## src/rtl/ram_sched_pkg.sv

```systemverilog
// ram_sched_pkg
// Shared definitions for the SDRAM page scheduler:
//   - default row-address and channel-region widths
//   - FSM state encoding (IDLE / ISSUE / BUSY)
//   - operation encoding used for active_wr (OP_WR = 1, OP_RD = 0)
package ram_sched_pkg;

  localparam int ROW_BITS_DEF = 15;
  localparam int CH_LOG2_DEF  = 14;

  typedef enum logic [1:0] {
    ST_IDLE  = 2'd0,
    ST_ISSUE = 2'd1,
    ST_BUSY  = 2'd2
  } state_e;

  typedef enum logic {
    OP_RD = 1'b0,
    OP_WR = 1'b1
  } op_e;

endpackage

```

## src/rtl/rr_arbiter2.sv

```systemverilog
// rr_arbiter2
// Two-way round-robin arbiter with a last-grant register. The channel that
// won most recently gets the lower priority on the next arbitration.
// After reset, channel 1 counts as the last winner, so channel 0 wins first.
// Ports:
//   clk, reset : clock and synchronous active-high reset
//   req[1:0]   : request per channel
//   advance    : the current grant is being taken; update the last-grant register
//   grant[1:0] : one-hot grant (combinational), 2'b00 when no request
module rr_arbiter2 (
  input  logic       clk,
  input  logic       reset,
  input  logic [1:0] req,
  input  logic       advance,
  output logic [1:0] grant
);

  logic last_q;
  logic last_d;

  // NOTE: every signal written in an always_comb is given a default first, so
  // no path leaves it unassigned and no latch is inferred.
  always_comb begin
    grant = 2'b00;
    if (last_q) begin
      if (req[0])      grant = 2'b01;
      else if (req[1]) grant = 2'b10;
    end else begin
      if (req[1])      grant = 2'b10;
      else if (req[0]) grant = 2'b01;
    end
  end

  always_comb begin
    last_d = last_q;
    if (advance && (grant != 2'b00)) last_d = grant[1];
  end

  // NOTE: sequential state uses non-blocking assignments so every flop updates
  // from the values that existed before the clock edge.
  always_ff @(posedge clk) begin
    if (reset) last_q <= 1'b1;
    else       last_q <= last_d;
  end

endmodule

```

## src/rtl/ram_page_scheduler.sv

```systemverilog
// ram_page_scheduler
// Schedules page writes (input FIFO -> SDRAM) and page reads (SDRAM -> output
// FIFO) for two channels sharing one sdramctrl. Each channel owns a ring of
// 2^CH_LOG2 rows; rowaddr = {ch, ptr}. Writes always beat reads; each op type
// has its own round-robin between channels.
// Ports:
//   clk, reset                : clock and synchronous active-high reset
//   ch_enable, flush          : per-channel enable and level flush
//   in_ready, out_room        : per-channel FIFO page availability / space
//   cmd_ack, cmd_done         : sdramctrl handshake pulses
//   cmd_pagewrite/pageread    : registered command strobes
//   rowaddr                   : registered row of the current command
//   active_ch, active_wr      : owner and direction of the in-flight command
//   busy                      : FSM in ISSUE or BUSY
//   fill0, fill1, full, empty : committed page counts and their flags
module ram_page_scheduler
  import ram_sched_pkg::*;
#(
  parameter int ROW_BITS = ROW_BITS_DEF,
  parameter int CH_LOG2  = CH_LOG2_DEF
) (
  input  logic                clk,
  input  logic                reset,
  input  logic [1:0]          ch_enable,
  input  logic [1:0]          flush,
  input  logic [1:0]          in_ready,
  input  logic [1:0]          out_room,
  input  logic                cmd_ack,
  input  logic                cmd_done,
  output logic                cmd_pagewrite,
  output logic                cmd_pageread,
  output logic [ROW_BITS-1:0] rowaddr,
  output logic                active_ch,
  output logic                active_wr,
  output logic                busy,
  output logic [CH_LOG2:0]    fill0,
  output logic [CH_LOG2:0]    fill1,
  output logic [1:0]          full,
  output logic [1:0]          empty
);

  localparam logic [CH_LOG2:0]   FILL_MAX = {1'b1, {CH_LOG2{1'b0}}};
  localparam logic [CH_LOG2:0]   FILL_ONE = {{CH_LOG2{1'b0}}, 1'b1};
  localparam logic [CH_LOG2-1:0] PTR_ONE  = {{(CH_LOG2-1){1'b0}}, 1'b1};

  state_e                state_q, state_d;
  logic                  cmd_wr_q, cmd_wr_d;
  logic                  cmd_rd_q, cmd_rd_d;
  logic [ROW_BITS-1:0]   rowaddr_q, rowaddr_d;
  logic                  active_ch_q, active_ch_d;
  op_e                   active_wr_q, active_wr_d;
  logic [1:0]            flush_pend_q, flush_pend_d;
  logic [CH_LOG2-1:0]    wr_ptr_q [2];
  logic [CH_LOG2-1:0]    wr_ptr_d [2];
  logic [CH_LOG2-1:0]    rd_ptr_q [2];
  logic [CH_LOG2-1:0]    rd_ptr_d [2];
  logic [CH_LOG2:0]      fill_q   [2];
  logic [CH_LOG2:0]      fill_d   [2];

  logic [1:0] wr_req, rd_req;
  logic [1:0] wr_grant, rd_grant;
  logic       is_idle;
  logic       owned;

  function automatic logic [ROW_BITS-1:0] make_row(input logic ch,
                                                   input logic [CH_LOG2-1:0] ptr);
    return ROW_BITS'({ch, ptr});
  endfunction

  // Flags come from the fill count only: equal pointers mean either full or empty.
  always_comb begin
    for (int c = 0; c < 2; c++) begin
      full[c]  = (fill_q[c] == FILL_MAX);
      empty[c] = (fill_q[c] == '0);
    end
  end

  assign wr_req  = ch_enable & in_ready & ~full & ~flush;
  assign rd_req  = ch_enable & out_room & ~empty & ~flush;
  assign is_idle = (state_q == ST_IDLE);

  rr_arbiter2 u_wr_arb (
    .clk     (clk),
    .reset   (reset),
    .req     (wr_req),
    .advance (is_idle && (wr_req != 2'b00)),
    .grant   (wr_grant)
  );

  rr_arbiter2 u_rd_arb (
    .clk     (clk),
    .reset   (reset),
    .req     (rd_req),
    .advance (is_idle && (wr_req == 2'b00) && (rd_req != 2'b00)),
    .grant   (rd_grant)
  );

  always_comb begin
    state_d      = state_q;
    cmd_wr_d     = cmd_wr_q;
    cmd_rd_d     = cmd_rd_q;
    rowaddr_d    = rowaddr_q;
    active_ch_d  = active_ch_q;
    active_wr_d  = active_wr_q;
    flush_pend_d = flush_pend_q;
    wr_ptr_d     = wr_ptr_q;
    rd_ptr_d     = rd_ptr_q;
    fill_d       = fill_q;
    owned        = 1'b0;

    case (state_q)
      ST_IDLE: begin
        if (wr_req != 2'b00) begin
          active_ch_d = wr_grant[1];
          active_wr_d = OP_WR;
          cmd_wr_d    = 1'b1;
          rowaddr_d   = make_row(wr_grant[1], wr_ptr_q[wr_grant[1]]);
          state_d     = ST_ISSUE;
        end else if (rd_req != 2'b00) begin
          active_ch_d = rd_grant[1];
          active_wr_d = OP_RD;
          cmd_rd_d    = 1'b1;
          rowaddr_d   = make_row(rd_grant[1], rd_ptr_q[rd_grant[1]]);
          state_d     = ST_ISSUE;
        end
      end
      ST_ISSUE: begin
        // Command and row are held until the ack is seen; the pointer moves
        // exactly once, on that ack.
        if (cmd_ack) begin
          cmd_wr_d = 1'b0;
          cmd_rd_d = 1'b0;
          if (active_wr_q == OP_WR)
            wr_ptr_d[active_ch_q] = wr_ptr_q[active_ch_q] + PTR_ONE;
          else
            rd_ptr_d[active_ch_q] = rd_ptr_q[active_ch_q] + PTR_ONE;
          state_d = ST_BUSY;
        end
      end
      ST_BUSY: begin
        if (cmd_done) begin
          if (active_wr_q == OP_WR)
            fill_d[active_ch_q] = fill_q[active_ch_q] + FILL_ONE;
          else
            fill_d[active_ch_q] = fill_q[active_ch_q] - FILL_ONE;
          state_d = ST_IDLE;
        end
      end
      default: state_d = ST_IDLE;
    endcase

    // Flush of a channel with a command in flight is remembered and applied
    // when that command completes, replacing its fill update.
    for (int c = 0; c < 2; c++) begin
      owned = !is_idle && (active_ch_q == c[0]);
      if (flush[c] && !owned) begin
        wr_ptr_d[c]     = '0;
        rd_ptr_d[c]     = '0;
        fill_d[c]       = '0;
        flush_pend_d[c] = 1'b0;
      end else if (owned && (state_q == ST_BUSY) && cmd_done &&
                   (flush_pend_q[c] || flush[c])) begin
        wr_ptr_d[c]     = '0;
        rd_ptr_d[c]     = '0;
        fill_d[c]       = '0;
        flush_pend_d[c] = 1'b0;
      end else if (flush[c] && owned) begin
        flush_pend_d[c] = 1'b1;
      end
    end
  end

  // NOTE: the pointer and fill arrays are ordinary flops, not a RAM, so they
  // take the synchronous reset like every other register.
  always_ff @(posedge clk) begin
    if (reset) begin
      state_q      <= ST_IDLE;
      cmd_wr_q     <= 1'b0;
      cmd_rd_q     <= 1'b0;
      rowaddr_q    <= '0;
      active_ch_q  <= 1'b0;
      active_wr_q  <= OP_RD;
      flush_pend_q <= 2'b00;
      for (int c = 0; c < 2; c++) begin
        wr_ptr_q[c] <= '0;
        rd_ptr_q[c] <= '0;
        fill_q[c]   <= '0;
      end
    end else begin
      state_q      <= state_d;
      cmd_wr_q     <= cmd_wr_d;
      cmd_rd_q     <= cmd_rd_d;
      rowaddr_q    <= rowaddr_d;
      active_ch_q  <= active_ch_d;
      active_wr_q  <= active_wr_d;
      flush_pend_q <= flush_pend_d;
      wr_ptr_q     <= wr_ptr_d;
      rd_ptr_q     <= rd_ptr_d;
      fill_q       <= fill_d;
    end
  end

  assign cmd_pagewrite = cmd_wr_q;
  assign cmd_pageread  = cmd_rd_q;
  assign rowaddr       = rowaddr_q;
  assign active_ch     = active_ch_q;
  assign active_wr     = active_wr_q;
  assign busy          = !is_idle;
  assign fill0         = fill_q[0];
  assign fill1         = fill_q[1];

endmodule

```

## config.mk

```make
export PLATFORM = sky130hd
export DESIGN_NAME = ram_page_scheduler
export DESIGN_NICKNAME = d
export VERILOG_FILES = /design/src/rtl/ram_sched_pkg.sv /design/src/rtl/rr_arbiter2.sv /design/src/rtl/ram_page_scheduler.sv
export SDC_FILE = /design/constraint.sdc
export NUM_CORES = 1
export LEC_CHECK = 0
export ABC_AREA = 0
export CORE_ASPECT_RATIO = 0.7
export CORE_UTILIZATION = 60
export CTS_CLUSTER_DIAMETER = 100
export DETAILED_ROUTE_END_ITERATION = 16
export PLACE_DENSITY = 0.8
export SLEW_MARGIN = 10
export SYNTH_ARGS = -nofsm -noshare
export SYNTH_HDL_FRONTEND = slang
export SYNTH_SLANG_ARGS = --single-unit
```

## constraint.sdc

```tcl
create_clock -name clk -period 5.8 [get_ports clk]
set_clock_uncertainty 0.15 [all_clocks]
set_input_delay 1.16 -clock clk [delete_from_list [all_inputs] [get_ports clk]]
set_output_delay 1.16 -clock clk [all_outputs]
set_load 0.1 [all_outputs]
```

# Word level (Yosys, flattened, before mapping)
# Cells that the tools add are included.
[op_classes] magnitude_cmp=4 n_bitwise=14 shifts=0 div=0 reduce_logical=42 muxes=51 eq_ne=10 addsub=4 multipliers=0
[ops] cell="two-way mux 14 bit" count=13
[ops] cell="two-way mux 15 bit" count=6
[ops] cell="bitwise mux 30 bit" count=2
[ops] cell="bitwise mux 28 bit" count=2
[ops] cell="== test 15 bit, second input constant" count=2
[ops] cell="zero test 15 bit" count=2
[ops] cell="two-way mux 30 bit" count=1
[ops] cell="adder 14 x 1 -> 14 bit, second input constant" count=2
[ops] cell="two-way mux 2 bit" count=12
[ops] cell="logical AND 1 bit" count=18
[ops] cell="adder 15 x 1 -> 15 bit, second input constant" count=1
[ops] cell="demux 15 bit (select 1 bit)" count=1
[ops] cell="subtractor 15 x 1 -> 15 bit, second input constant" count=1
[ops] cell="demux 14 bit (select 1 bit)" count=1
[ops] cell="bitwise AND 2 bit" count=6
[ops] cell="AND reduction 3 bit" count=4
[ops] cell="nonzero test 2 bit" count=6
[ops] cell="two-way mux 1 bit" count=10
[ops] cell=">= comparator 2 bit, second input constant" count=3
[ops] cell="!= test 2 bit, second input constant" count=3
[ops] cell="NOT 1 -> 2 bit" count=3
[ops] cell="NOT 2 bit" count=3
[ops] cell="one-hot mux 2 bit (3 select lines)" count=1
[ops] cell="OR reduction 3 bit" count=2
[ops] cell="other kinds (12)" count=20
[totals] mem_bits_rw=0 memories=0 romBits=0 latch_bits=0 wordCells=141 inputBits=12 register_bits=111 out_inout_bits=54

# Depth between registers and ports, before layout
[depth] word_depth=13 ltp_mapped=13 depth_no_buf=9

# Cells and area by module
# From an unflattened synthesis, not the netlist that was laid out.
[hier_totals] hier_cells=712 area_unflattened_um2=6027.0
[modules_own_cells] module="ram_page_scheduler" cells_each=698 area_each_um2=5904.4 instances=1
[modules_own_cells] module="rr_arbiter2" cells_each=7 area_each_um2=61.3 instances=2

# Worst setup path after synthesis
# No wires, ideal clock.
[synth_timing] path_type="reg2reg" start="reg, netlist name rowaddr[14]" end="reg wr_ptr_q[12] in the netlist's numbering" path_stages_with_launch=14 synth_period_minus_slack_ns=4.129 path_slack_ns=1.671 path_buffers=5 setup_time_ns=0.128 required_ns=5.522 t_arrival_ns=3.852 path_cell_list="dfxtp_1 buf_2 clkbuf_1 clkbuf_1 clkbuf_1 buf_1 mux2_2 ha_1 inv_1 a221o_1 nor4_1 nand2_1 xor2_1 nor2_1"
[synth_lines] element="to (signal assigned)" line="ram_page_scheduler.sv:197" rtl="wr_ptr_q <= wr_ptr_d;"
[synth_lines] element="to (decl)" line="ram_page_scheduler.sv:53" rtl="logic [CH_LOG2-1:0] wr_ptr_q [2];"

# Worst setup path in the final report
[layout_timing] start="reg fill_q (netlist bit fill0[2])" end="out full[0]"
[layout_via] elab_chain_len=1
[layout_rtl] element="from (decl)" line="ram_page_scheduler.sv:57" rtl="logic [CH_LOG2:0] fill_q [2];"
[layout_rtl] element="from (signal assigned)" line="ram_page_scheduler.sv:199" rtl="fill_q <= fill_d;"
[layout_rtl] element="== test 15 bit" line="ram_page_scheduler.sv:73" rtl="full[c] = (fill_q[c] == FILL_MAX);"
[layout_rtl] element="to (decl)" line="ram_page_scheduler.sv:38" rtl="output logic [1:0] full,"
# Every way passes these cells.

==> run_results.csv <==
group,metric,value,unit
synth,syn_nets,708,
global_routing,grt_use_total,0.345,
placement,portBuffers,65,
global_routing,grt_overflow,0,
placement,place_congestion,0.974,
drt,ant_nets,0,
drt,post-route-drc-count,0,
critical_path,reg2reg_to,"rowaddr[12]",
drt,drt_first_pass_iters,6,
clock_tree,ctsResizeCount,0,
global_routing,antenna_found_initial,0,
synth,synth_top_cell_by_area,"dfxtp_1",
floorplanning,initial_core_util,0.636,
hold_path,hold_class,"flip-flop to flip-flop",
drt,wl_per_cell,19.7,um
sta,rsz0062_at_grt,"false",
hold_path,worstHoldStart,"cmd_pageread",
synth,synth_warnings,0,
synth,async_reset_ff_frac,0,
layout,nets,754,
drt,wirelength,17100,um
floorplanning,core,0.00933,mm2
power,peakVddDrop,0.000207,V
synth,syn_inst,692,
drt,vias,5591,
clock_tree,clock_latency,0.35,ns
global_routing,grt_use_met3,0.112,
floorplanning,io_pins,66,
layout,final_cell_area,0.00692,mm2
synth,synth_top_area_frac,0.371,
clock_tree,ctsHoldBuffers,0,
synth,syn-cell-area,0.00593,mm2
clock_tree,post_cts_buffers,0,
critical_path,r2r-start,"fill0[2]",
synth,yosysUniqueCellTypes,63,
critical_path,critPathKind,"flip-flop to output pin",
layout,num_antenna_cells,0,
sta,setup_viol,0,
sta,finalCritPeriodShare,0.794,
clock_tree,numCtsBuffers,9,
synth,synth_ff_type,"dfxtp_1",
synth,ys_ff_latch,110,
clock_tree,cts_root_buf,"clkbuf_16",
critical_path,worstRegToRegCells,6,
sta,tightest_slew,1.02,ns
global_routing,grt_pass1_wl,27300,um
hold_path,hold_end,"cmd_pageread",
run,cap_violations,0,
clock_tree,cts_tree,"done",
clock_tree,numClockSinks,110,
power,power.density,256,mW/mm2
floorplanning,dieArea,0.0103,mm2
global_routing,met2_usage,0.466,
global_routing,gr-usage-met1,0.524,
sta,finalSetupTns,0,ns
synth,yosysSeqAreaShare,0.371,
drt,via_per_inst,6.45,
sta,period_minus_slack,4.61,ns
sta,report.final.slew_viol_count,0,
sta,relSlewSlack,0.320,
critical_path,cp.required,4.49,ns
clock_tree,h-tree-depth,3,
global_routing,grt_max_degree,48,
clock_tree,clockBufferDepth,2,
synth,synth.area.top_cells,"dfxtp_1, nor2_1, xor2_1",
layout,drive_gt1_frac,0.104,
floorplanning,die_h,85.2,um
floorplanning,rows,29,
critical_path,crit_arrival,3.30,ns
critical_path,cp-start-kind,"flip-flop",
global_routing,busiest_layer,"met1",
placement,dpl-instance-area,0.00662,mm2
critical_path,ff2ff_setup_slack,2.22,ns
synth,syn_area_per_cell,8.58,um2
drt,first_iter_violations,707,
synth,synth_edf_count,0,
placement,dp.final_hpwl,12100,um
sta,timing.fmax,0.217,GHz
power,totalPowerFinal,1.77,mW
layout,area_delta_synth_final,16.6,%
power,p_leak,2.34,nW
critical_path,path_max_fanout,6,
outcome,status,"finished, final reports clean",
critical_path,crit_path_end_kind,"output pin",
global_routing,first_global_vias,4957,
floorplanning,die_x,121,um
clock_tree,cts.clk_slew.worst_paths,0.07,ns
sta,hold_viol_final,0,
hold_path,hold_path_depth,2,
stage by stage:
stage	worst slack, ns	hold WS [ns]	cells	util
5_1_grt	1.14	0.351	867	0.742
3_3_place_gp	1.61	0.301	851	0.710
2_1_floorplan	1.67	0.285	692	-
3_5_place_dp	1.59	0.305	851	0.710
4_1_cts	1.20	0.318	867	0.742
6_report	1.19	0.315	867	0.742
sequential cells by signal, indices dropped and copies added, names as in the netlist, named ones only:
register and flops:
u_rd_arb.last_q 1, flush_pend_q 2, state_q 2, rowaddr 15
u_wr_arb.last_q 1, active_wr 1, fill0 14, wr_ptr_q 28
fill1 14, cmd_pageread 1, cmd_pagewrite 1, rd_ptr_q 28
per-layer routing:
metal / vias to the layer above / share of wire
met3: 30 / 0.13
met2: 342 / 0.39
met4: 0 / 0.015
li1: 2552 / -
met5: - / 0
met1: 2667 / 0.46
critical path: stages (launching register included):
cell and delay [ns]:
dfxtp_1 0.37, or4_4 0.60, or4b_1 0.70, inv_1 0.14, clkdlybuf4s50_1 1.14
area by class of cell:
type | count | area [um2]
multi-input combinational | 534 | 3520
fill | 694 | 2400
sequential | 110 | 2200
timing repair buffer | 70 | 688
clock buffer | 13 | 260
tap | 124 | 155
inverter | 13 | 48.8
clock inverter | 3 | 42.5
cells in the mapped netlist (all sizes together), types with 3 or more instances:
cell,number
a211oi,21
a21oi,22
a222oi,14
a22oi,3
a31oi,3
a32oi,4
a41oi,3
and2,5
and3,6
and3b,5
buf,13
clkbuf,22
dfxtp,110
ha,4
inv,13
mux2,26
mux2i,11
nand2,67
nand3,32
nand3b,8
nand4,8
nand4b,3
nor2,120
nor3,20
nor3b,7
nor4,12
o21ai,17
o22ai,3
o32ai,3
or3,6
or4,4
xnor2,24
xor2,49
kinds of logic after synthesis:
kind of cell    share of synthesized area
compound gates                      0.151
xor+xnor                            0.108
fa+ha+maj                         0.00843
buf+inv                            0.0371
flops                               0.371
mux                                0.0679
simple gates                        0.257
layout by cell type (no fill, tap or decap), types with 17 or more instances in the layout:
cell type        netlist  layout
dfxtp_1              110     109
nor3_1                20      20
nand3_1               31      31
o21ai_0               17      17
a21oi_1               22      22
nand2_1               67      67
clkdlybuf4s50_1        0      65
xnor2_1               24      24
nor2_1               120     120
mux2_2                26      26
xor2_1                49      49
report_power, final:
part | internal, mW | switching (mW)
clock network | 0.358 | 0.270
logic | 0.0916 | 0.256
registers | 0.772 | 0.0204
worst max path at each step:
stage	from	endpoint	slack [ns]	cells after the start
final	fill0[2]	full[0]	1.19	4
after global routing	fill0[2]	full[0]	1.14	4
after CTS	fill0[1]	full[0]	1.20	4
after detailed placement	fill0[1]	full[0]	1.59	4
after global placement	fill0[1]	full[0]	1.61	4
after floorplan	rowaddr[14]	wr_ptr_q[12]	1.67	13
Note: power is estimated with default switching activity, not from simulation.
